===== src/rtl/ex_unit_p_if.sv =====
// ex_unit_p_if: instruction-in / result-out bundle between the pipeline and the execute stage
interface ex_unit_p_if #(parameter int DATA_W = 32, parameter int ADDR_W = 5);
  logic              flush_i;
  logic              valid_i;
  logic [3:0]        aluop_i;
  logic [DATA_W-1:0] reg1_i;
  logic [DATA_W-1:0] reg2_i;
  logic [ADDR_W-1:0] wd_i;
  logic              wreg_i;
  logic              valid_o;
  logic [ADDR_W-1:0] wd_o;
  logic              wreg_o;
  logic [DATA_W-1:0] wdata_o;
  logic              whilo_o;
  logic [DATA_W-1:0] hi_o;
  logic [DATA_W-1:0] lo_o;
  logic              stallreq_o;
  modport master (
    output flush_i, valid_i, aluop_i, reg1_i, reg2_i, wd_i, wreg_i,
    input  valid_o, wd_o, wreg_o, wdata_o, whilo_o, hi_o, lo_o, stallreq_o
  );
  modport slave (
    input  flush_i, valid_i, aluop_i, reg1_i, reg2_i, wd_i, wreg_i,
    output valid_o, wd_o, wreg_o, wdata_o, whilo_o, hi_o, lo_o, stallreq_o
  );
endinterface


===== src/rtl/ex_unit_p.sv =====
// ex_unit_p: single-cycle ALU plus iterative restoring divider, results registered at EX/MEM
module ex_unit_p #(
  parameter int DATA_W = 32,
  parameter int ADDR_W = 5
) (
  input logic         clk,
  input logic         rst,
  ex_unit_p_if.slave  ex
);
  localparam int SW = $clog2(DATA_W);
  typedef enum logic [1:0] {IDLE, DIV, DONE} state_t;
  state_t state_q, state_d;
  logic [SW-1:0] count_q, count_d;
  logic [DATA_W-1:0] rem_q, rem_d, quo_q, quo_d, dvs_q, dvs_d;
  logic a_neg_q, a_neg_d, q_neg_q, q_neg_d, zero_q, zero_d;
  logic [ADDR_W-1:0] dwd_q, dwd_d;
  logic valid_q, valid_d, wreg_q, wreg_d, whilo_q, whilo_d;
  logic [ADDR_W-1:0] wd_q, wd_d;
  logic [DATA_W-1:0] wdata_q, wdata_d, hi_q, hi_d, lo_q, lo_d;
  logic [DATA_W-1:0] a, b, res, sra, abs_a, abs_b, rem_next, quo_next, q_fin, r_fin;
  logic [SW-1:0] shamt;
  logic [DATA_W:0] shifted, diff;
  logic is_div, sgn, a_neg_in, b_neg_in, ge;
  assign a = ex.reg1_i;
  assign b = ex.reg2_i;
  assign shamt = b[SW-1:0];
  assign sra = $signed(a) >>> shamt;
  assign is_div = ex.aluop_i == 4'd11 || ex.aluop_i == 4'd12;
  assign sgn = ex.aluop_i == 4'd11;
  assign a_neg_in = sgn & a[DATA_W-1];
  assign b_neg_in = sgn & b[DATA_W-1];
  assign abs_a = a_neg_in ? -a : a;
  assign abs_b = b_neg_in ? -b : b;
  assign res = ex.aluop_i == 4'd0  ? a | b :
               ex.aluop_i == 4'd1  ? a & b :
               ex.aluop_i == 4'd2  ? a ^ b :
               ex.aluop_i == 4'd3  ? ~(a | b) :
               ex.aluop_i == 4'd4  ? a << shamt :
               ex.aluop_i == 4'd5  ? a >> shamt :
               ex.aluop_i == 4'd6  ? sra :
               ex.aluop_i == 4'd7  ? a + b :
               ex.aluop_i == 4'd8  ? a - b :
               ex.aluop_i == 4'd9  ? {{(DATA_W-1){1'b0}}, $signed(a) < $signed(b)} :
               ex.aluop_i == 4'd10 ? {{(DATA_W-1){1'b0}}, a < b} : '0;
  // one restoring step: the partial remainder never exceeds DATA_W bits once reduced
  assign shifted = {rem_q, quo_q[DATA_W-1]};
  assign diff = shifted - {1'b0, dvs_q};
  assign ge = ~diff[DATA_W];
  assign rem_next = ge ? diff[DATA_W-1:0] : shifted[DATA_W-1:0];
  assign quo_next = {quo_q[DATA_W-2:0], ge};
  assign q_fin = zero_q ? '1 : q_neg_q ? -quo_q : quo_q;
  assign r_fin = a_neg_q ? -rem_q : rem_q;
  always_comb begin
    state_d = state_q;
    count_d = count_q;
    rem_d = rem_q;
    quo_d = quo_q;
    dvs_d = dvs_q;
    a_neg_d = a_neg_q;
    q_neg_d = q_neg_q;
    zero_d = zero_q;
    dwd_d = dwd_q;
    valid_d = 1'b0;
    wreg_d = 1'b0;
    whilo_d = 1'b0;
    wd_d = wd_q;
    wdata_d = wdata_q;
    hi_d = hi_q;
    lo_d = lo_q;
    if (state_q == IDLE && ex.valid_i) begin
      if (is_div) begin
        state_d = DIV;
        count_d = '0;
        rem_d = '0;
        quo_d = abs_a;
        dvs_d = abs_b;
        a_neg_d = a_neg_in;
        q_neg_d = a_neg_in ^ b_neg_in;
        zero_d = b == '0;
        dwd_d = ex.wd_i;
      end else begin
        valid_d = 1'b1;
        wreg_d = ex.wreg_i;
        wd_d = ex.wd_i;
        wdata_d = res;
      end
    end else if (state_q == DIV) begin
      rem_d = rem_next;
      quo_d = quo_next;
      count_d = count_q + 1'b1;
      state_d = count_q == SW'(DATA_W-1) ? DONE : DIV;
    end else if (state_q == DONE) begin
      state_d = IDLE;
      valid_d = 1'b1;
      whilo_d = 1'b1;
      wd_d = dwd_q;
      hi_d = r_fin;
      lo_d = q_fin;
    end
    if (ex.flush_i) begin
      state_d = IDLE;
      count_d = '0;
      valid_d = 1'b0;
      wreg_d = 1'b0;
      whilo_d = 1'b0;
      wd_d = wd_q;
      wdata_d = wdata_q;
      hi_d = hi_q;
      lo_d = lo_q;
    end
  end
  always_ff @(posedge clk or negedge rst) begin
    if (!rst) begin
      state_q <= IDLE;
      count_q <= '0;
      rem_q <= '0;
      quo_q <= '0;
      dvs_q <= '0;
      a_neg_q <= 1'b0;
      q_neg_q <= 1'b0;
      zero_q <= 1'b0;
      dwd_q <= '0;
      valid_q <= 1'b0;
      wreg_q <= 1'b0;
      whilo_q <= 1'b0;
      wd_q <= '0;
      wdata_q <= '0;
      hi_q <= '0;
      lo_q <= '0;
    end else begin
      state_q <= state_d;
      count_q <= count_d;
      rem_q <= rem_d;
      quo_q <= quo_d;
      dvs_q <= dvs_d;
      a_neg_q <= a_neg_d;
      q_neg_q <= q_neg_d;
      zero_q <= zero_d;
      dwd_q <= dwd_d;
      valid_q <= valid_d;
      wreg_q <= wreg_d;
      whilo_q <= whilo_d;
      wd_q <= wd_d;
      wdata_q <= wdata_d;
      hi_q <= hi_d;
      lo_q <= lo_d;
    end
  end
  assign ex.stallreq_o = rst & ((state_q == IDLE & ex.valid_i & is_div) | state_q == DIV);
  assign ex.valid_o = valid_q;
  assign ex.wreg_o = wreg_q;
  assign ex.whilo_o = whilo_q;
  assign ex.wd_o = wd_q;
  assign ex.wdata_o = wdata_q;
  assign ex.hi_o = hi_q;
  assign ex.lo_o = lo_q;
endmodule


===== src/flat_wrapper.sv =====
// flat-port wrapper written by rule: the top's interface ports become plain ports
module ex_unit_p_flat 
#(
  parameter int DATA_W = 32,
  parameter int ADDR_W = 5
)
  (clk, rst, ex_flush_i, ex_valid_i, ex_aluop_i, ex_reg1_i, ex_reg2_i, ex_wd_i, ex_wreg_i, ex_valid_o, ex_wd_o, ex_wreg_o, ex_wdata_o, ex_whilo_o, ex_hi_o, ex_lo_o, ex_stallreq_o);
  ex_unit_p_if #(.DATA_W(DATA_W), .ADDR_W(ADDR_W)) ex_i ();
  input logic clk;
  input logic rst;
  input wire logic [$bits(ex_i.flush_i)-1:0] ex_flush_i;
  input wire logic [$bits(ex_i.valid_i)-1:0] ex_valid_i;
  input wire logic [$bits(ex_i.aluop_i)-1:0] ex_aluop_i;
  input wire logic [$bits(ex_i.reg1_i)-1:0] ex_reg1_i;
  input wire logic [$bits(ex_i.reg2_i)-1:0] ex_reg2_i;
  input wire logic [$bits(ex_i.wd_i)-1:0] ex_wd_i;
  input wire logic [$bits(ex_i.wreg_i)-1:0] ex_wreg_i;
  output wire logic [$bits(ex_i.valid_o)-1:0] ex_valid_o;
  output wire logic [$bits(ex_i.wd_o)-1:0] ex_wd_o;
  output wire logic [$bits(ex_i.wreg_o)-1:0] ex_wreg_o;
  output wire logic [$bits(ex_i.wdata_o)-1:0] ex_wdata_o;
  output wire logic [$bits(ex_i.whilo_o)-1:0] ex_whilo_o;
  output wire logic [$bits(ex_i.hi_o)-1:0] ex_hi_o;
  output wire logic [$bits(ex_i.lo_o)-1:0] ex_lo_o;
  output wire logic [$bits(ex_i.stallreq_o)-1:0] ex_stallreq_o;
  assign ex_i.flush_i = ex_flush_i;
  assign ex_i.valid_i = ex_valid_i;
  assign ex_i.aluop_i = ex_aluop_i;
  assign ex_i.reg1_i = ex_reg1_i;
  assign ex_i.reg2_i = ex_reg2_i;
  assign ex_i.wd_i = ex_wd_i;
  assign ex_i.wreg_i = ex_wreg_i;
  assign ex_valid_o = ex_i.valid_o;
  assign ex_wd_o = ex_i.wd_o;
  assign ex_wreg_o = ex_i.wreg_o;
  assign ex_wdata_o = ex_i.wdata_o;
  assign ex_whilo_o = ex_i.whilo_o;
  assign ex_hi_o = ex_i.hi_o;
  assign ex_lo_o = ex_i.lo_o;
  assign ex_stallreq_o = ex_i.stallreq_o;
  ex_unit_p #(.DATA_W(DATA_W), .ADDR_W(ADDR_W)) u_core (.clk(clk), .rst(rst), .ex(ex_i));
endmodule

===== config.mk =====
export PLATFORM = sky130hd
export DESIGN_NAME = ex_unit_p_flat
export DESIGN_NICKNAME = d
export VERILOG_FILES = /design/src/rtl/ex_unit_p_if.sv /design/src/rtl/ex_unit_p.sv /design/src/flat_wrapper.sv
export SDC_FILE = /design/constraint.sdc
export NUM_CORES = 1
export LEC_CHECK = 0
export BUFFER_PORTS_ARGS = -buffer_cell sky130_fd_sc_hd__buf_4
export CELL_PAD_IN_SITES_DETAIL_PLACEMENT = 0
export CELL_PAD_IN_SITES_GLOBAL_PLACEMENT = 1
export CORE_MARGIN = 4
export CORE_UTILIZATION = 45
export CTS_CLUSTER_SIZE = 10
export DETAILED_ROUTE_END_ITERATION = 7
export PLACE_DENSITY = 0.83
export SETUP_SLACK_MARGIN = 0.3
export SYNTH_ARGS = -nofsm -noshare
export SYNTH_HDL_FRONTEND = slang
export SYNTH_SLANG_ARGS = --single-unit

===== constraint.sdc =====
create_clock -name clk -period 4.15 [get_ports clk]
set_clock_uncertainty 0.05 [all_clocks]
set_input_delay 0.2075 -clock clk [delete_from_list [all_inputs] [get_ports clk]]
set_output_delay 0.2075 -clock clk [all_outputs]
set_load 0.02 [all_outputs]

* Word level (Yosys, flattened, before mapping)
Cells that the tools add are included.
** Storage, ports and cells
- Word-level logic and storage cells :: 127
- Input bits :: 78
- Output and inout port bits :: 105
- Bits in registers :: 215
** Cells by class
- Equality and inequality tests :: 19
- Shift-type cells :: 3
- Reduce and logical (&&, ||, !) cells :: 16
- $add $sub $neg :: 8
- Bitwise gates (word level) :: 16
- $lt $le $gt $ge :: 2
- Muxes and demuxes :: 47
** Operator list (count)
- $mux 32 :: 22
- $neg 32->32 :: 4
- $lt 32x32->1 :: 2
- $mux 5 :: 8
- $sub 33x32->33 :: 1
- $add 32x32->32 :: 1
- $and 32x32->32 :: 1
- $logic_not 32->1 :: 1
- $not 32->32 :: 1
- $or 32x32->32 :: 1
- $shl 32x5->32 :: 1
- $shr 32x5->32 :: 1
- $sshr 32x5->32 :: 1
- $sub 32x32->32 :: 1
- $xor 32x32->32 :: 1
- $eq 4x4->1 const B :: 5
- $eq 4x3->1 const B :: 4
- $mux 2 :: 6
- $mux 1 :: 11
- $eq 4x2->1 const B :: 2
- $reduce_and 2->1 :: 4
- $reduce_and 4->1 :: 2
- $add 5x1->5 const B :: 1
- $and 1x1->1 :: 5
- 18 further kinds :: 24

* Logic depth before layout (Yosys ltp)
Gate-level depths: netlist of run 1.
- Depth in word-level cells :: 12
- Gate-level depth with buffers :: 17
- Mapped depth without buffers :: 14

* Least setup slack after synthesis of run 1
OpenSTA, ideal clock, no wires.
- Kind :: input-to-reg
- Start point :: in ex_reg2_i[3]
- End point :: reg u_core.wdata_q[30], in the netlist u_core.ex.wdata_o[30]
- Stages on the path :: 17
- Data arrival time :: 3.993 ns
- Path buffers :: 5
- Slack :: -0.026 ns
- Required time :: 3.966 ns
- Library setup time :: 0.134 ns
- Cell sequence :: clkbuf_1 > inv_1 > clkbuf_1 > buf_1 > buf_1 > ha_1 > buf_2 > nand2b_1 > o311ai_1 > o2bb2ai_1 > o211ai_1 > nand2_1 > o41a_1 > o221ai_1 > mux2_1 > a2111oi_0 > o21ai_1
** On the way
- Longest elaborated chain between the ends :: 10
- Elaborated cells on any way between the ends :: 14
- Those cells by class :: add/sub: 2; shift: 3; mux: 9
** Ends and longest elaborated chain
- start: declaration :: RTL line flat_wrapper.sv:15 : input wire logic [$bits(ex_i.reg2_i)-1:0] ex_reg2_i;
- $sub 32x32->32 :: RTL line ex_unit_p.sv:42 : ex.aluop_i == 4'd8 ? a - b :
- $mux 32 :: RTL line ex_unit_p.sv:42
- $mux 32 :: RTL line ex_unit_p.sv:41 : ex.aluop_i == 4'd7 ? a + b :
- $mux 32 :: RTL line ex_unit_p.sv:40 : ex.aluop_i == 4'd6 ? sra :
- $mux 32 :: RTL line ex_unit_p.sv:39 : ex.aluop_i == 4'd5 ? a >> shamt :
- $mux 32 * :: RTL line ex_unit_p.sv:38 : ex.aluop_i == 4'd4 ? a << shamt :
- $mux 32 * :: RTL line ex_unit_p.sv:37 : ex.aluop_i == 4'd3 ? ~(a | b) :
- $mux 32 * :: RTL line ex_unit_p.sv:36 : ex.aluop_i == 4'd2 ? a ^ b :
- $mux 32 * :: RTL line ex_unit_p.sv:35 : ex.aluop_i == 4'd1 ? a & b :
- $mux 32 * :: RTL line ex_unit_p.sv:34 : assign res = ex.aluop_i == 4'd0 ? a | b :
- end signal: assignment :: RTL line ex_unit_p.sv:144 : wdata_q <= wdata_d;
- end: declaration :: RTL line ex_unit_p.sv:19 : logic [DATA_W-1:0] wdata_q, wdata_d, hi_q, hi_d, lo_q, lo_d;
Every way passes the cells marked *; elsewhere a longest branch is shown, timed or not.
A chain may end at the register's enable or synchronous reset.

* Final worst setup path of run 1
- Start point :: reg u_core.quo_q[31]
- End point :: reg u_core.rem_q[29]
** On the way
- Longest elaborated chain between the ends :: 4
** Ends and longest elaborated chain
- start: declaration :: RTL line ex_unit_p.sv:14 : logic [DATA_W-1:0] rem_q, rem_d, quo_q, quo_d, dvs_q, dvs_d;
- start signal: assignment :: RTL line ex_unit_p.sv:134 : quo_q <= quo_d;
- $sub 33x32->33 :: RTL line ex_unit_p.sv:47 : assign diff = shifted - {1'b0, dvs_q};
- $mux 32 :: RTL line ex_unit_p.sv:49 : assign rem_next = ge ? diff[DATA_W-1:0] : shifted[DATA_W-1:0];
- $mux 32 :: RTL line ex_unit_p.sv:87 : end else if (state_q == DIV) begin
- $mux 32 :: RTL line ex_unit_p.sv:70 : if (state_q == IDLE && ex.valid_i) begin
- end signal: assignment :: RTL line ex_unit_p.sv:133 : rem_q <= rem_d;
- end: declaration :: RTL line ex_unit_p.sv:14
No other way between the ends. The select of a mux whose other input is x is not followed.

==> results of run 1 <==
==> sequential cells by signal (all words and copies together) (netlist names), 2 cells and up <==
name,count
u_core.dvs_q,32
u_core.ex.hi_o,32
u_core.ex.lo_o,32
u_core.ex.wdata_o,32
u_core.quo_q,32
u_core.rem_q,32
u_core.count_q,5
u_core.dwd_q,5
u_core.ex.wd_o,5
u_core.state_q,2
==> critical path, delay by kind of cell, from the launching register on <==
kind | cells | cell delay [ns]
fa+ha+maj | 2 | 0.58
simple gates | 3 | 0.51
flops | 1 | 0.37
compound gates | 7 | 1.57
buf+inv | 4 | 0.49
==> what timing repair did <==
item                                    4_1_cts  5_1_grt
endpoints found under the setup margin        8       33
hold buffers                                 20        0
pin swaps                                     0        1
resized for setup                             1        5
buffers inserted                              0        1
endpoints found under the hold margin       123        0
==> power breakdown <==
part / switching [µW] / total (µW) / internal (µW) / leakage [µW]
combinational: 3480 / 5960 / 2480 / 0.00819
sequential: 581 / 3080 / 2500 / 0.00282
clock: 973 / 2430 / 1450 / 0.000431
total: 5030 / 11500 / 6430 / 0.0114
==> cell usage in the layout, fill, tap and decap left out, drive strengths merged, types with 79 or more instances in the layout <==
cell type,instances
nor2,341
dfrtp,215
xnor2,79
buf,334
mux2i,84
a21oi,271
inv,148
ha,135
o21ai,269
nand2,293
==> stage by stage <==
stage | setup slack [ns] | hold WS (ns) | total power, µW | cells
floorplan | 0.313 | -0.138 | 7110 | 2850
global placement | 0.157 | 0.197 | 8710 | 3641
detailed placement | 0.138 | 0.205 | 8830 | 3641
CTS | 0.301 | 0.0103 | 11300 | 3703
global route | 0.286 | 0.0412 | 12200 | 3704
finish | 0.455 | 0.0534 | 11500 | 3705
==> routing by layer <==
| metal | up-vias | global-route usage | wire length, µm | share of wire |
|---|---|---|---|---|
| li1 | 10700 | - | - | - |
| met1 | 11500 | 0.445 | 37500 | 0.38 |
| met2 | 1327 | 0.554 | 43100 | 0.44 |
| met3 | 319 | 0.0743 | 9090 | 0.093 |
| met4 | 2 | 0.232 | 8020 | 0.082 |
| met5 | - | 0 | 15 | 0.00015 |
==> kinds of logic after synthesis <==
logic type               count (synthesis)  synth area share
buffers and inverters                  354            0.0630
flip-flops                             215             0.243
adder cells (fa/ha/maj)                138            0.0790
XOR/XNOR                               144            0.0570
multiplexers                           161             0.108
AND/OR/NAND/NOR                        896             0.181
AO/OA/AOI/OAI                          942             0.269
==> path summary, 6_finish.rpt <==
check,cells after the start,end,from
min reg2reg,2,u_core.dvs_q[9],u_core.dvs_q[9]
max in group asynchronous,3,u_core.ex.wdata_o[1],rst
max reg2reg,16,u_core.rem_q[29],u_core.quo_q[31]
min,3,u_core.dvs_q[14],ex_reg2_i[14]
max,16,u_core.rem_q[29],u_core.quo_q[31]
min in group asynchronous,2,u_core.ex.hi_o[14],rst
==> cell type report <==
class / instances / area [µm²]
fill: 4656 / 22900
antenna: 1 / 2.50
timing repair buffer: 354 / 2760
sequential: 215 / 5380
clock buffer: 33 / 751
clock inverter: 9 / 130
tap: 664 / 831
inverter: 148 / 556
multi-input combinational: 2281 / 15400
==> impl_metrics.yaml, run 1 <==
sta:
  rsz0062_at_grt: "no"
  final.period_utilization: 0.890
  relSlewSlack: 0.180
  finalCriticalPeriod_ns: 3.69
  finalHoldViolCount: 0
  setup_viol: 0
  finalMaxSlewViolations: 0
  fmax_mhz: 271
  tns_ns: 0
  tightest_slew_ns: 1.22
cts:
  clk_pin_slew_worst_paths_ns: 0.06
  cts_tree: "built"
  cts_buffer_depth: 3
  cts_root_buffer: "clkbuf_16"
  cts_inserted_buffers: 29
  h-tree-depth: 1
  clkSinkCount: 215
  clk_latency_ns: 0.56
critical_path:
  reg2reg_setup_slack_ns: 0.46
  critPathKind: "flop to flop"
  cp_cell_sequence: "inv_1 > ha_1 > inv_1 > fa_1 > a211o_1 > a2111oi_4 > nor3_2 > a22oi_2 > o21ai_2 > a211oi_2 > or3_1 > o211ai_1 > buf_4 > buf_6 > and4b_1 > a221o_1"
  slowest_stage: "fa_1"
  cpMostUsedCell: "inv_1"
  crit_path_start_kind: "flop"
  max_stage_delay_ns: 0.42
  critPathMaxFanout: 19
  endpoint_kind: "flop"
  critPathRequiredTime_ns: 4.55
  arrival_ns: 4.09
route:
  via_count: 23800
  drtPass1Iterations: 6
  wl_per_cell_um: 26.4
  viasPerCell: 6.43
  drt_iter0_drc: 2788
  ant_nets: 0
  routed_wl_um: 97700
  drc: 0
global_routing:
  grt_pass1_vias: 23100
  overflow: 0
  grt_first_pass_wirelength_um: 145000
  antenna_found_initial: 1
  grt_use_total: 0.355
  grt_max_degree: 124
synthesis:
  synthTopCellsByArea: "dfrtp_1 24%, ha_1 7.6%, mux4_2 6.2%, a21oi_1 6.1%, nor2_1 5.8%"
  synth_common_cells: "341 x nor2_1, 293 x nand2_1, 270 x a21oi_1"
  yosys.area.top_type_share: 0.243
  seq_area_frac_synth: 0.243
  async_flop_share: 1.00
  yosysTopAreaCell: "dfrtp_1"
  syn_nets: 3066
  synthDistinctLibCells: 91
  synth_area_per_cell_um2: 7.77
  ys_warn_count: 0
  synth-edff-count: 0
  ys_seq_elements: 215
  synth_flop_cell: "dfrtp_1"
  synth_most_common_cell: "nor2_1"
  synth_cells: 2850
  syn_area_um2: 22100
floorplan:
  row_count: 81
  die-area_um2: 52800
  core_area_um2: 48700
  initial_core_util: 0.454
  ios: 183
  dieWidth_um: 230
  die_h_um: 230
worst_hold_path:
  hp-class: "input port to flop"
cells_and_area:
  drive_above_1_share: 0.163
  final_core_util: 0.530
  fin_area_um2: 25800
  areaGrowthSynthToFinish_pct: 16.7
  layout.nets: 3245
place:
  port_buffers: 182
  place_congestion: 1.09
  dp_hpwl_um: 74800
  dpl_cell_area_um2: 24700
pwr:
  p_per_area_nw_per_um2: 443
  p_leak_uw: 0.0114
  ir_drop_uv: 347
job:
  drv_cap: 0
run_status:
  status: "complete, no violations"
(Power assumes the default switching activity.)
==> run 2, diff against run 1 <==
--- a/config.mk
+++ b/config.mk
@@ -14,6 +14,7 @@
 export DETAILED_ROUTE_END_ITERATION = 7
 export PLACE_DENSITY = 0.83
 export SETUP_SLACK_MARGIN = 0.3
+export SLEW_MARGIN = 20
 export SYNTH_ARGS = -nofsm -noshare
 export SYNTH_HDL_FRONTEND = slang
 export SYNTH_SLANG_ARGS = --single-unit
==> constraint.sdc (replaced) <==
create_clock -name clk -period 4.15 [get_ports clk]
set_clock_uncertainty 0.05 [all_clocks]
set_input_delay 0.83 -clock clk [delete_from_list [all_inputs] [get_ports clk]]
set_output_delay 0.83 -clock clk [all_outputs]
set_load 0.05 [all_outputs]
==> run 2 against run 1 <==
  * Flip-flop and latch count is the same
  * Critical endpoint unchanged
  * Global-route usage up 2.0 points
  * Hold slack better by 0.073 ns
  * Largest cell class unchanged
  * Die area unchanged
  * Critical path type unchanged
  * Via count rose by 1.9%
  * Register-to-register slack worse by 0.06 ns
  * Final area increased by 2.5%
==> impl_metrics.yaml, run 2 (synthesis gave the netlist of run 1 again) <==
run_status:
  status: "complete, no violations"
cts:
  cts_buffer_depth: 3
  clk_latency_ns: 0.57
  cts_root_buffer: "clkbuf_16"
  clkSinkCount: 215
  cts_tree: "built"
  cts_inserted_buffers: 27
  clk_pin_slew_worst_paths_ns: 0.06
  h-tree-depth: 1
critical_path:
  cp_top_family: "compound AO/OA/AOI/OAI gates"
  endpoint_kind: "flop"
  critPathCapture: "u_core.rem_q[29]"
  arrival_ns: 4.15
  max_stage_delay_ns: 0.42
  reg2reg_setup_slack_ns: 0.40
  crit_path_start_kind: "flop"
  cp_cell_sequence: "inv_2 > ha_1 > inv_1 > fa_2 > a211o_1 > a2111oi_4 > nor3_4 > a22oi_2 > o21ai_4 > a211oi_2 > or3_1 > o211ai_1 > buf_4 > buf_12 > and4b_1 > a221o_1"
  r2r_cells: 16
  critPathRequiredTime_ns: 4.55
  setup.worst_path.start: "u_core.quo_q[31]"
  reg2reg_to: "u_core.rem_q[29]"
  critPathKind: "flop to flop"
  crit_buf_inv: 4
  critPathMaxFanout: 18
  slowest_stage: "a2111oi_4"
  cp.depth: 16
  r2r-start: "u_core.quo_q[31]"
sta:
  finalMaxSlewViolations: 0
  fin_ws_ns: 0.399
  tightest_slew_ns: 1.08
  rsz0062_at_grt: "yes"
  fmax_mhz: 267
  final.period_utilization: 0.904
  finalCriticalPeriod_ns: 3.75
  finalHoldViolCount: 0
  tns_ns: 0
  setup_viol: 0
  relSlewSlack: 0.280
cells_and_area:
  diodes: 0
  multi_input_area_um2: 15600
  drive_above_1_share: 0.196
  layout_commonest_cell: "buf_4"
  areaGrowthSynthToFinish_pct: 19.7
  layout.nets: 3321
  layout_common_cells: "422 x buf_4, 339 x nor2_1, 292 x nand2_1, 269 x a21oi_1, 230 x o21ai_0"
  fillers: 4650
  ff_latch_area_um2: 5380
  finalNonFillerCells: 3776
floorplan:
  die_h_um: 230
  row_count: 81
  core_area_um2: 48700
  ios: 183
  initial_core_util: 0.454
  die-area_um2: 52800
  dieWidth_um: 230
pwr:
  p_leak_uw: 0.0118
  p_per_area_nw_per_um2: 440
  ir_drop_uv: 366
place:
  port_buffers: 182
  place_inst: 3738
  place_congestion: 1.04
  dp_hpwl_um: 80000
  dp_worst_setup_slack_ns: -0.331
worst_hold_path:
  hp-class: "input port to async pin"
route:
  drtPass1Iterations: 5
  viasPerCell: 6.43
  drt_iter0_drc: 2483
  routed_wl_um: 103000
  via_count: 24300
  drc: 0
  ant_nets: 0
  wl_per_cell_um: 27.2
global_routing:
  grt_pass1_vias: 23600
  grt_max_degree: 119
  antenna_found_initial: 1
  grt_use_total: 0.374
  grt_first_pass_wirelength_um: 151000
  overflow: 0
job:
  drv_cap: 0
## run 2: changes by cell type in the layout (fill, tap and decap cells not counted), moves of 3 or more
cell	delta
inv_1	-3
buf_4	+93
clkbuf_8	+3
dlygate4sd3_1	-20
buf_12	+6
a2111oi_4	+3
## run 2: worst register-to-register path, stage by stage, from the launching register on
cell and delay (ns):
dfrtp_1 0.39, inv_2 0.09, ha_1 0.17, inv_1 0.06, fa_2 0.36, a211o_1 0.36
a2111oi_4 0.42, nor3_4 0.11, a22oi_2 0.23, o21ai_4 0.11, a211oi_2 0.28, or3_1 0.14
o211ai_1 0.08, buf_4 0.19, buf_12 0.16, and4b_1 0.21, a221o_1 0.25
## run 2: worst min-delay path by stage
stage,slack [ns],cells past startpoint,end,from
4_1_cts,0.12,1,u_core.ex.wreg_o,rst
2_1_floorplan,0.39,2,u_core.dwd_q[0],u_core.dwd_q[0]
6_report,0.13,1,u_core.rem_q[26],rst
3_3_place_gp,0.41,2,u_core.dwd_q[2],u_core.dwd_q[2]
5_1_grt,0.14,1,u_core.rem_q[26],rst
3_5_place_dp,0.42,2,u_core.dwd_q[3],u_core.dwd_q[3]
## run 2: power breakdown
group          switching, µW  total (µW)  internal (µW)  leakage, µW
sequential               593        3090           2500      0.00282
clock                    937        2220           1280     0.000389
combinational           3720        6340           2610      0.00862
total                   5260       11600           6390       0.0118
## run 2: metal layers
layer	vias to the layer above	GRT usage	wire (µm)
met5	-	0	13
met4	2	0.253	8780
met3	350	0.0658	8920
met2	1370	0.596	45800
met1	11800	0.465	39300
li1	10800	-	-
## run 2: cell type report
class / count / share of cell area
inverters: 148 / 0.0214
well taps: 664 / 0.0314
flip-flops and latches: 215 / 0.203
multi-input cells: 2281 / 0.588
clock buffers: 32 / 0.0277
clock inverters: 4 / 0.00184
repair buffers: 432 / 0.127
## run 2: what timing repair did
| item | CTS | global route |
|---|---|---|
| hold buffers | 0 | 0 |
| pin swaps | 1 | 4 |
| endpoints found under the hold margin | 0 | 0 |
| setup endpoints to repair | 32 | 19 |
| gates resized for setup | 6 | 9 |
| setup buffers | 1 | 1 |
## run 2: per-stage QoR
stage / area [µm²] / hold WS [ns] / power, µW / util
2_1_floorplan: 22300 / 0.395 / 7320 / -
3_3_place_gp: 25600 / 0.408 / 9030 / 0.526
3_5_place_dp: 25600 / 0.415 / 9170 / 0.526
4_1_cts: 26400 / 0.124 / 11500 / 0.542
5_1_grt: 26500 / 0.139 / 12300 / 0.544
6_report: 26500 / 0.126 / 11600 / 0.544
